[config.mk]
export PLATFORM = sky130hd
export DESIGN_NAME = mmio_uart
export DESIGN_NICKNAME = d
export VERILOG_FILES = /design/src/rtl/mmio_uart.sv
export SDC_FILE = /design/constraint.sdc
export NUM_CORES = 1
export LEC_CHECK = 0
export ABC_CLOCK_PERIOD_IN_PS = 3300
export CAP_MARGIN = 20
export CELL_PAD_IN_SITES_DETAIL_PLACEMENT = 1
export CELL_PAD_IN_SITES_GLOBAL_PLACEMENT = 1
export CORE_ASPECT_RATIO = 0.7
export CORE_MARGIN = 5
export CORE_UTILIZATION = 39
export CTS_CLUSTER_SIZE = 40
export DETAILED_ROUTE_END_ITERATION = 8
export PLACE_DENSITY_LB_ADDON = 0.1
export SLEW_MARGIN = 0
export SYNTH_ARGS = -nofsm -noshare
export SYNTH_HDL_FRONTEND = slang
export SYNTH_SLANG_ARGS = --single-unit
[constraint.sdc]
create_clock -name i_clk -period 3.3 [get_ports i_clk]
set_clock_uncertainty 0.15 [all_clocks]
set_input_delay 0.33 -clock i_clk [delete_from_list [all_inputs] [get_ports i_clk]]
set_output_delay 0.33 -clock i_clk [all_outputs]
set_load 0.05 [all_outputs]
[src/rtl/mmio_uart.sv]
// mmio_uart: MMIO register block fronting an 8N1 UART.
// Registers (word offsets): 0 TXDATA, 1 RXDATA, 2 STATUS, 3 DIVISOR.
//
// Handshakes:
//   write: the decoder holds i_mmio_wr_valid with a stable address and data.
//          o_mmio_wr_ready is combinational, and the register update happens
//          on the clock edge where valid && ready are both high.
//   read:  i_mmio_rd_ready with a hit address in IDLE starts a read. The data
//          is registered, and o_mmio_rd_valid is high for exactly one cycle
//          (RESP). If i_mmio_rd_ready is still high in that cycle, the
//          transfer completes and side effects apply (RXDATA clears rx_valid).
//          Otherwise the read is abandoned and has no side effect.
module mmio_uart #(
  parameter int          DATA_WIDTH = 32,
  parameter logic [31:0] BASE_ADDR  = 32'hFFFF0000,
  parameter logic [15:0] CLK_DIV    = 16'd868,
  parameter int          TX_DEPTH   = 4
) (
  input  logic                  i_clk,
  input  logic                  i_rst,
  input  logic [31:0]           i_mmio_addr,
  input  logic [DATA_WIDTH-1:0] i_mmio_data,
  input  logic                  i_mmio_wr_valid,
  output logic                  o_mmio_wr_ready,
  output logic [DATA_WIDTH-1:0] o_mmio_data,
  output logic                  o_mmio_rd_valid,
  input  logic                  i_mmio_rd_ready,
  output logic                  o_tx,
  input  logic                  i_rx,
  output logic                  o_irq,
  output logic [4:0]            o_dbg_state  // {rx_state, tx_state, rd_state}
);

  localparam int AW = $clog2(TX_DEPTH);
  localparam logic [1:0] OFF_TXDATA  = 2'd0;
  localparam logic [1:0] OFF_RXDATA  = 2'd1;
  localparam logic [1:0] OFF_STATUS  = 2'd2;
  localparam logic [1:0] OFF_DIVISOR = 2'd3;

  typedef enum logic       {RD_IDLE, RD_RESP} rd_state_t;
  typedef enum logic [1:0] {TX_IDLE, TX_START, TX_DATA, TX_STOP} tx_state_t;
  typedef enum logic [1:0] {RX_IDLE, RX_START, RX_DATA, RX_STOP} rx_state_t;

  rd_state_t rd_state, rd_next;
  tx_state_t tx_state, tx_next;
  rx_state_t rx_state, rx_next;

  logic        hit, rd_start, rd_clear, push, pop, status_wr, div_wr;
  logic [1:0]  offset, rd_off;
  logic [DATA_WIDTH-1:0] rdata;
  logic [15:0] divisor, eff_div;
  logic        rx_valid, overrun, frame_err;
  logic [7:0]  rx_byte;
  logic        unused_bits;

  // TX FIFO
  logic [7:0]  mem [TX_DEPTH];
  logic [AW-1:0] wr_ptr, rd_ptr;
  logic [AW:0]   count;
  logic        tx_full, tx_empty, tx_busy;

  // TX datapath
  logic [15:0] tx_cnt, tx_div;
  logic [2:0]  tx_idx;
  logic [7:0]  tx_shift;
  logic        tx_done;

  // RX datapath
  logic        rx_s1, rx_s2, rx_fall;
  logic [15:0] rx_cnt, rx_div, rx_half;
  logic [2:0]  rx_idx;
  logic [7:0]  rx_shift;
  logic        rx_done, rx_end, rx_load, rx_ovr, rx_ferr;

  assign hit      = (i_mmio_addr[31:4] == BASE_ADDR[31:4]) && (i_mmio_addr[1:0] == 2'b00);
  assign offset   = i_mmio_addr[3:2];
  assign tx_full  = (count == (AW+1)'(TX_DEPTH));
  assign tx_empty = (count == '0);
  assign tx_busy  = (tx_state != TX_IDLE);
  assign eff_div  = (divisor == 16'd0) ? 16'd1 : divisor;

  assign o_mmio_wr_ready = !i_rst && i_mmio_wr_valid && hit && (rd_state == RD_IDLE)
                           && !((offset == OFF_TXDATA) && tx_full);
  assign push      = o_mmio_wr_ready && (offset == OFF_TXDATA);
  assign status_wr = o_mmio_wr_ready && (offset == OFF_STATUS);
  assign div_wr    = o_mmio_wr_ready && (offset == OFF_DIVISOR);
  assign rd_start  = i_mmio_rd_ready && hit && !i_mmio_wr_valid;
  assign rd_clear  = (rd_state == RD_RESP) && i_mmio_rd_ready && (rd_off == OFF_RXDATA);
  assign o_mmio_rd_valid = (rd_state == RD_RESP);
  assign o_irq       = rx_valid;
  assign o_dbg_state = {rx_state, tx_state, rd_state};
  assign unused_bits = ^i_mmio_data;

  // Register read mux for the currently addressed offset
  always_comb begin
    rdata = '0;
    case (offset)
      OFF_RXDATA:  rdata[8:0]  = {rx_valid, rx_byte};
      OFF_STATUS:  rdata[5:0]  = {tx_busy, frame_err, overrun, rx_valid, tx_empty, tx_full};
      OFF_DIVISOR: rdata[15:0] = divisor;
      default:     rdata       = '0;
    endcase
  end

  // Read FSM state register
  always_ff @(posedge i_clk) begin
    if (i_rst) rd_state <= RD_IDLE;
    else       rd_state <= rd_next;
  end

  // Read FSM next state: a response lasts exactly one cycle
  always_comb begin
    rd_next = rd_state;
    case (rd_state)
      RD_IDLE: if (rd_start) rd_next = RD_RESP;
      RD_RESP: rd_next = RD_IDLE;
      default: rd_next = RD_IDLE;
    endcase
  end

  // Latch read data and the offset whose side effect applies on completion
  always_ff @(posedge i_clk) begin
    if (i_rst) begin
      o_mmio_data <= '0;
      rd_off      <= 2'd0;
    end else if ((rd_state == RD_IDLE) && rd_start) begin
      o_mmio_data <= rdata;
      rd_off      <= offset;
    end
  end

  // FIFO storage, no reset needed
  always_ff @(posedge i_clk) begin
    if (push) mem[wr_ptr] <= i_mmio_data[7:0];
  end

  // FIFO pointers and occupancy; simultaneous push and pop keep the count
  always_ff @(posedge i_clk) begin
    if (i_rst) begin
      wr_ptr <= '0;
      rd_ptr <= '0;
      count  <= '0;
    end else begin
      if (push) wr_ptr <= wr_ptr + 1'b1;
      if (pop)  rd_ptr <= rd_ptr + 1'b1;
      case ({push, pop})
        2'b10:   count <= count + 1'b1;
        2'b01:   count <= count - 1'b1;
        default: count <= count;
      endcase
    end
  end

  assign pop     = (tx_state == TX_IDLE) && !tx_empty;
  assign tx_done = (tx_cnt == tx_div - 16'd1);

  // TX FSM state register
  always_ff @(posedge i_clk) begin
    if (i_rst) tx_state <= TX_IDLE;
    else       tx_state <= tx_next;
  end

  // TX FSM next state
  always_comb begin
    tx_next = tx_state;
    case (tx_state)
      TX_IDLE:  if (!tx_empty) tx_next = TX_START;
      TX_START: if (tx_done) tx_next = TX_DATA;
      TX_DATA:  if (tx_done && (tx_idx == 3'd7)) tx_next = TX_STOP;
      TX_STOP:  if (tx_done) tx_next = TX_IDLE;
      default:  tx_next = TX_IDLE;
    endcase
  end

  // TX bit timing and shifter; the divisor is captured once per frame
  always_ff @(posedge i_clk) begin
    if (i_rst) begin
      o_tx     <= 1'b1;
      tx_cnt   <= '0;
      tx_div   <= 16'd1;
      tx_idx   <= '0;
      tx_shift <= '0;
    end else begin
      case (tx_state)
        TX_IDLE: if (pop) begin
          tx_shift <= mem[rd_ptr];
          tx_div   <= eff_div;
          tx_cnt   <= '0;
          o_tx     <= 1'b0;
        end
        TX_START: if (tx_done) begin
          tx_cnt <= '0;
          tx_idx <= '0;
          o_tx   <= tx_shift[0];
        end else tx_cnt <= tx_cnt + 16'd1;
        TX_DATA: if (tx_done) begin
          tx_cnt <= '0;
          if (tx_idx == 3'd7) o_tx <= 1'b1;
          else begin
            tx_idx   <= tx_idx + 3'd1;
            tx_shift <= tx_shift >> 1;
            o_tx     <= tx_shift[1];
          end
        end else tx_cnt <= tx_cnt + 16'd1;
        TX_STOP: if (tx_done) tx_cnt <= '0;
                 else tx_cnt <= tx_cnt + 16'd1;
        default: tx_cnt <= '0;
      endcase
    end
  end

  // Two-flop synchronizer for the asynchronous RX line
  always_ff @(posedge i_clk) begin
    if (i_rst) begin
      rx_s1 <= 1'b1;
      rx_s2 <= 1'b1;
    end else begin
      rx_s1 <= i_rx;
      rx_s2 <= rx_s1;
    end
  end

  assign rx_fall = rx_s2 && !rx_s1;
  assign rx_half = rx_div >> 1;
  assign rx_done = (rx_cnt == rx_div - 16'd1);
  assign rx_end  = (rx_state == RX_STOP) && rx_done;
  // A read-clear landing with a new byte frees the buffer, so the byte loads
  assign rx_load = rx_end && rx_s2 && !(rx_valid && !rd_clear);
  assign rx_ovr  = rx_end && rx_s2 && rx_valid && !rd_clear;
  assign rx_ferr = rx_end && !rx_s2;

  // RX FSM state register
  always_ff @(posedge i_clk) begin
    if (i_rst) rx_state <= RX_IDLE;
    else       rx_state <= rx_next;
  end

  // RX FSM next state; a start bit that is high at mid-bit is a glitch
  always_comb begin
    rx_next = rx_state;
    case (rx_state)
      RX_IDLE:  if (rx_fall) rx_next = RX_START;
      RX_START: if (rx_cnt == rx_half) rx_next = rx_s2 ? RX_IDLE : RX_DATA;
      RX_DATA:  if (rx_done && (rx_idx == 3'd7)) rx_next = RX_STOP;
      RX_STOP:  if (rx_done) rx_next = RX_IDLE;
      default:  rx_next = RX_IDLE;
    endcase
  end

  // RX sample timing and shifter (LSB first)
  always_ff @(posedge i_clk) begin
    if (i_rst) begin
      rx_cnt   <= '0;
      rx_div   <= 16'd1;
      rx_idx   <= '0;
      rx_shift <= '0;
    end else begin
      case (rx_state)
        RX_IDLE: if (rx_fall) begin
          rx_cnt <= '0;
          rx_div <= eff_div;
        end
        RX_START: if (rx_cnt == rx_half) begin
          rx_cnt <= '0;
          rx_idx <= '0;
        end else rx_cnt <= rx_cnt + 16'd1;
        RX_DATA: if (rx_done) begin
          rx_cnt   <= '0;
          rx_shift <= {rx_s2, rx_shift[7:1]};
          rx_idx   <= rx_idx + 3'd1;
        end else rx_cnt <= rx_cnt + 16'd1;
        RX_STOP: if (rx_done) rx_cnt <= '0;
                 else rx_cnt <= rx_cnt + 16'd1;
        default: rx_cnt <= '0;
      endcase
    end
  end

  // Status flags, RX buffer and divisor register
  always_ff @(posedge i_clk) begin
    if (i_rst) begin
      rx_valid  <= 1'b0;
      rx_byte   <= '0;
      overrun   <= 1'b0;
      frame_err <= 1'b0;
      divisor   <= CLK_DIV;
    end else begin
      if (rx_load) begin
        rx_byte  <= rx_shift;
        rx_valid <= 1'b1;
      end else if (rd_clear) rx_valid <= 1'b0;
      if (rx_ovr) overrun <= 1'b1;
      else if (status_wr && i_mmio_data[3]) overrun <= 1'b0;
      if (rx_ferr) frame_err <= 1'b1;
      else if (status_wr && i_mmio_data[4]) frame_err <= 1'b0;
      if (div_wr) divisor <= i_mmio_data[15:0];
    end
  end

endmodule

Word-level counts from Yosys, hierarchy flattened
Memories as Yosys holds them, arrays and structs flattened. A register that Yosys moved wholly into a read port is not among the register bits.
Index checks and enable logic that the tools add are counted.
{ "word_totals": {"ram_bits": 32, "wordCells": 179, "memories": 1, "in_bits": 69, "output_inout_bits": 41, "regBits": 146} }
{ "op_classes": {"n_mux": 51, "bitwise_logic": 1, "n_addsub": 10, "eq_ne": 31, "n_reduce_logical": 61} }
{ "memory_table": {"columns": ["name", "words", "width", "rd", "rd_ports_with_merged_regs", "wr", "line_no", "rtl"], "rows": [
  ["mem", 4, 8, 1, 1, 1, "57", "logic [7:0] mem [TX_DEPTH];"]
]} }
{ "op_table": {"columns": ["op", "n"], "rows": [
  ["2-to-1 mux 16 bit", 6],
  ["case mux 16 bit (3 select lines)", 1],
  ["adder 16 x 1 -> 16 bit, second input constant", 2],
  ["equality test 16 bit", 2],
  ["case mux 16 bit (2 select lines)", 1],
  ["subtractor 16 x 1 -> 16 bit, second input constant", 2],
  ["equality test 28 bit, second input constant", 1],
  ["logical AND 1 bit", 27],
  ["2-to-1 mux 8 bit", 3],
  ["!= test 2 bit, second input constant", 12],
  ["case mux 3 bit (2 select lines)", 4],
  ["2-to-1 mux 2 bit", 11],
  ["AND reduction 4 bit", 5],
  ["case mux 6 bit (3 select lines)", 1],
  ["equality test 16 x 15 -> 1 bit", 1],
  ["zero test 16 bit", 1],
  ["case mux 2 bit (4 select lines)", 2],
  ["case mux 8 bit (2 select lines)", 1],
  ["nonzero test 2 bit", 8],
  ["2-to-1 mux 3 bit", 5],
  ["equality test 2 bit, second input constant", 7],
  ["2-to-1 mux 1 bit", 13],
  ["equality test 2 x 1 -> 1 bit, second input constant", 5],
  ["adder 3 x 1 -> 3 bit, second input constant", 3],
  ["other kinds (15)", 30]
]} }

Longest topological paths before layout
{ "depth": {"ltp_word": 9, "depth_mapped": 14, "mapped_depth_nobuf": 13} }

Least setup slack after synthesis
OpenSTA, ideal clock, no wires.
{ "synth_path": {"path_kind": "register -> register", "from": "reg tx_state[0]", "to": "reg count[2]", "path_slack_ps": -200, "t_arrival_ps": 3280, "t_required_ps": 3080, "synth_period_minus_slack_ps": 3500, "path_stages_with_launch": 14, "n_path_buf": 2, "cell_sequence": "dfxtp_1 -> inv_1 -> ha_1 -> nand2_1 -> nand2_1 -> inv_1 -> clkbuf_1 -> clkbuf_1 -> ha_1 -> inv_1 -> fa_1 -> xor2_1 -> or3_1 -> a21oi_1"} }
{ "synth_via": {"elab_chain_cells": 4, "elab_cells_between_ends": 6} }
{ "synth_rtl": {"columns": ["item", "line_no", "rtl"], "rows": [
  ["start: declaration", "45", "tx_state_t tx_state, tx_next;"],
  ["start signal: assignment", "160", "else tx_state <= tx_next;"],
  ["zero test 2 bit (*)", "154", "assign pop = (tx_state == TX_IDLE) && !tx_empty;"],
  ["logical AND 1 bit (*)", "154", null],
  ["named net pop", "48", "logic hit, rd_start, rd_clear, push, pop, status_wr, div_wr;"],
  ["equality test 2 x 1 -> 1 bit or equality test 2 bit (tied branches)", "146", "case ({push, pop})"],
  ["case mux 3 bit (2 select lines) or nonzero test 2 bit (tied branches)", null, null],
  ["end signal: assignment", "147", "2'b10: count <= count + 1'b1;"],
  ["end signal: assignment", "148", "2'b01: count <= count - 1'b1;"],
  ["end signal: assignment", "149", "default: count <= count;"],
  ["end: declaration", "59", "logic [AW:0] count;"]
]} }
Mark *: on every way through the listed nets, which the timed path passes. The rest lies on a longest branch.
A chain may end at the register's enable or synchronous reset.

Worst setup path in the final report
{ "layout_path": {"from": "reg tx_div[0]", "to": "reg tx_idx[1]"} }
{ "layout_via": {"elab_chain_cells": 4, "elab_cells_between_ends": 5} }
{ "layout_rtl": {"columns": ["item", "line_no", "rtl"], "rows": [
  ["start: declaration", "63", "logic [15:0] tx_cnt, tx_div;"],
  ["start signal: assignment", "187", "tx_div <= eff_div;"],
  ["subtractor 16 x 1 -> 16 bit (*)", "155", "assign tx_done = (tx_cnt == tx_div - 16'd1);"],
  ["equality test 16 bit (*)", "155", null],
  ["!= test 2 bit (no source line)", null, null],
  ["AND reduction 4 bit (no source line) (*)", null, null],
  ["end signal: assignment", "200", "tx_idx <= tx_idx + 3'd1;"],
  ["end: declaration", "64", "logic [2:0] tx_idx;"]
]} }
Every way passes the cells marked *; elsewhere a longest branch is shown, timed or not.

==> summary.md <==
| Metric | Value |
|---|---|
| Status | completed |
| WS Path Type | flop to flop |
| Number of buffers created by CTS | 17 |
| Largest net degree at the start of global routing | 85 |
| Drt first pass iters | 5 |
| Post-synthesis simple-gate area fraction | 21.99% |
| Register Area | just under 4000 um^2 |
| Crit-path cells | or4_4 > or4_1 > nand4_1 > o211ai_1 > a211oi_2 > buf_4 > nand2_2 > buf_4 > or3_1 > a21oi_1 |
| Syn Inst Count | 1009 |
| Max-cap check violation count | 0 |
| CTS tree | built |
| Crit. End Element | flop |
| Pwr Total | 0.005086 W |
| Synth-to-Final Area Change | 20.97% |
| Share of the synthesized area in the top cell type | 32.73% |
| Worst VDD drop | approximately 360 uV |
| Total track usage | between 20 and 25% |
| CTS Hold Bufs | 0 |
| Number of library cell types mapped by synthesis | 66 |
| Critical path arrival | 3.39 ns |
| Final Util | roughly 48% |
| YS warnings | 0 |
| Avg Cell Area, Syn | 8.972 um^2 |
| Worst Tran Pin Value | 0.9612 ns |
| Post-Syn Area | 9052 um^2 |
| Vias per Instance | ~5.3 |
| Detailed Route WL | between 20000 and 30000 um |
| CTS HTree Levels | 4 |
| Fin crit period | 3.193 ns |
| Final hold viol count | 0 |
| Compound-Gate Fraction of Synth Area | approximately 11% |
| First-pass GRT wire length | 42160 um |
| Crit path largest cell delay | 0.61 ns |
| Power Dens Cells | approximately 460 nW/um^2 |
| Pleak | 4.217 nW |
| Crit start category | flop |
| Final setup viols | 0 |
| Routed WL per cell | 18.65 um |
| Final ANT Viol Nets | 0 |
| Register area share after synthesis | 43.34% |
| Grt total ovfl | 0 |
| Port Buffers | 77 |
| Max Freq | about 310 MHz |
| Initial core utilization | 39.82% |
| Antenna violations before repair | 0 |
| Reg2reg start | tx_div[0] |
| CTS Buffer Depth | 2 |
| Core box area | 22730 um^2 |
| # DRC | 0 |
| Most used cell, CP | buf_4 |
| Die ar. | 26410 um^2 |
| Synth top area cells | dfxtp_1 33%, edfxtp_1 11%, nand2_1 5.9% |
| Final nets | 1176 |
| Clock insertion delay at the later pin of the skew report | approximately 0.44 ns |
| CP Max Fanout | 7 |
| Critical path startpoint | tx_div[0] |
| EDFF count, synth | 32 |
| Site Rows | 46 |
| Hold crit path type | primary input to flop |
| Max-slew violations | 0 |
| Layout fillers | 2607 |
| FFs w/ async S/R, synth | 0% |
| HP Start | i_rst |
| CP max-delay cell | or4_4 |
| # diodes | 0 |
| Vias | 7495 |
| Top_reg_cell synth | dfxtp_1 |
| Post-synthesis mux area share | 7.436% |
| DRT iter0 DRCs | 428 |
| Clock Pin Slew Worst Setup and Hold Paths | 0.08 ns |
| Post-synthesis xor/xnor area fraction | under 10% |
| Post-Synth Adder-Cell Area | 2.709% |
| Slew headroom | 35.92% |
| CTS root buffer | clkbuf_16 |
| Area of the multi-input gates | 4741 um^2 |
| Share of cells above drive strength 1 | 12.08% |
| Fin crit share | 96.77% |
| Die width | 192.1 um |
| HPWL after detailed placement | 18740 um |
| Io pins | 110 |
| # clock sinks | 180 |
| Gpl congestion | 0.7618 |
| Die H | 137.5 um |
| Worst Path Required | 3.50 ns |
| Largest family of logic cells by synthesized area | simple AND/OR/NAND/NOR gates |
| Vias in the first global route | ~7700 |
| Yosys reg bits | 180 |
| Post-synth top area cell | dfxtp_1 |
logic make-up after synthesis:
group | after synthesis
flip-flops | 180
XOR/XNOR | 78
multiplexers | 56
adder cells (fa/ha/maj) | 19
AND/OR/NAND/NOR | 400
AO/OA/AOI/OAI | 161
buffers and inverters | 114
other | 1
metrics by stage:
step                      cells  setup TNS (ns)  worst slack [ns]  area (um^2)  hold slack, ns
after global placement     1379        -0.04453          -0.04453        10280          0.2751
final                      1413               0            0.1066        10950          0.1991
after detailed placement   1379         -0.2958           -0.1741        10280          0.2942
after floorplan            1024               0           0.01730         9112          0.2546
after global routing       1413        -0.01304          -0.01304        10950          0.2091
after CTS                  1411               0           0.02007        10880          0.1859
where the power goes:
| group | switching, W | internal [W] |
|---|---|---|
| logic | 0.000419 | 0.000334 |
| registers | 0.0000340 | 0.00226 |
| clock network | 0.00102 | 0.00101 |
| total | 0.00148 | 0.00361 |
flip-flops by register name, indices dropped and copies added, names as in the netlist, 8 cells and up, named ones only:
signal       flops
mem             32
tx_div          16
o_mmio_data     16
divisor         16
rx_div          16
tx_shift         8
rx_shift         8
rx_byte          8
tx_cnt          16
rx_cnt          16
worst paths after layout:
| check | slack, ns | cells past startpoint | endpoint |
|---|---|---|---|
| worst min register to register | 0.30 | 2 | rd_off[1] |
| worst max-delay path | 0.11 | 10 | tx_idx[1] |
| worst min-delay path | 0.20 | 3 | o_mmio_data[13] |
| worst max register to register | 0.11 | 10 | tx_idx[1] |
worst max-delay path, delay by kind of cell, from the launching register on:
kind / cells / cell delay, ns
flops: 1 / 0.37
simple gates: 5 / 1.74
compound gates: 3 / 0.51
buf+inv: 2 / 0.32
cell type report:
cell class | count | share of cell area (%)
clock buffer | 17 | 3.885
clock inverter | 15 | 1.440
tap | 312 | 3.565
inverter | 28 | 0.9598
timing repair buffer | 131 | 10.96
sequential | 180 | 35.90
multi-input combinational | 730 | 43.29
layer usage:
layer | vias up | wire (um) | track usage (%)
li1 | 3679 | - | -
met1 | 3662 | 13550 | 30.07
met2 | 137 | 11490 | 31.20
met3 | 17 | 1116 | 3.951
met4 | 0 | 199 | 4.394
met5 | - | 0 | 0
repair_timing:
action,CTS,global route
pin swaps,0,4
resized for setup,3,14
buffers inserted,0,2
setup endpoints to repair,3,52
cell usage after synthesis (3+ instances only):
library cell,instances
dfxtp_1,148
nand2_1,143
nor2_1,83
a21oi_1,72
clkbuf_1,63
xor2_1,50
mux2i_1,38
nand3_1,33
edfxtp_1,32
inv_1,28
xnor2_1,28
and3_1,20
ha_1,18
nand4_1,18
buf_4,17
nor3_1,17
nor4_1,17
o21ai_0,17
a31oi_1,11
nand2b_1,11
nor2b_1,11
mux2_2,10
a221oi_1,9
a22o_1,8
a311oi_1,8
mux4_2,8
a211oi_1,7
or3_1,7
o211ai_1,6
or4_1,6
a21o_1,4
a41oi_1,4
and2_1,4
nand4b_1,4
and4_1,3
buf_2,3
nor3b_1,3
or2_2,3
placed cells by master (no fill, tap or decap), types with 10 or more instances in the layout:
cell type,count
a21oi_1,72
a31oi_1,11
and3_1,19
buf_4,53
clkbuf_16,17
clkdlybuf4s50_1,75
conb_1,16
dfxtp_1,144
edfxtp_1,32
ha_1,18
inv_1,28
mux2_2,10
mux2i_1,38
nand2_1,142
nand2b_1,11
nand3_1,33
nand4_1,18
nor2_1,83
nor2b_1,11
nor3_1,16
nor4_1,17
o21ai_0,17
xnor2_1,28
xor2_1,50
Note: power is estimated with default switching activity, not from simulation.
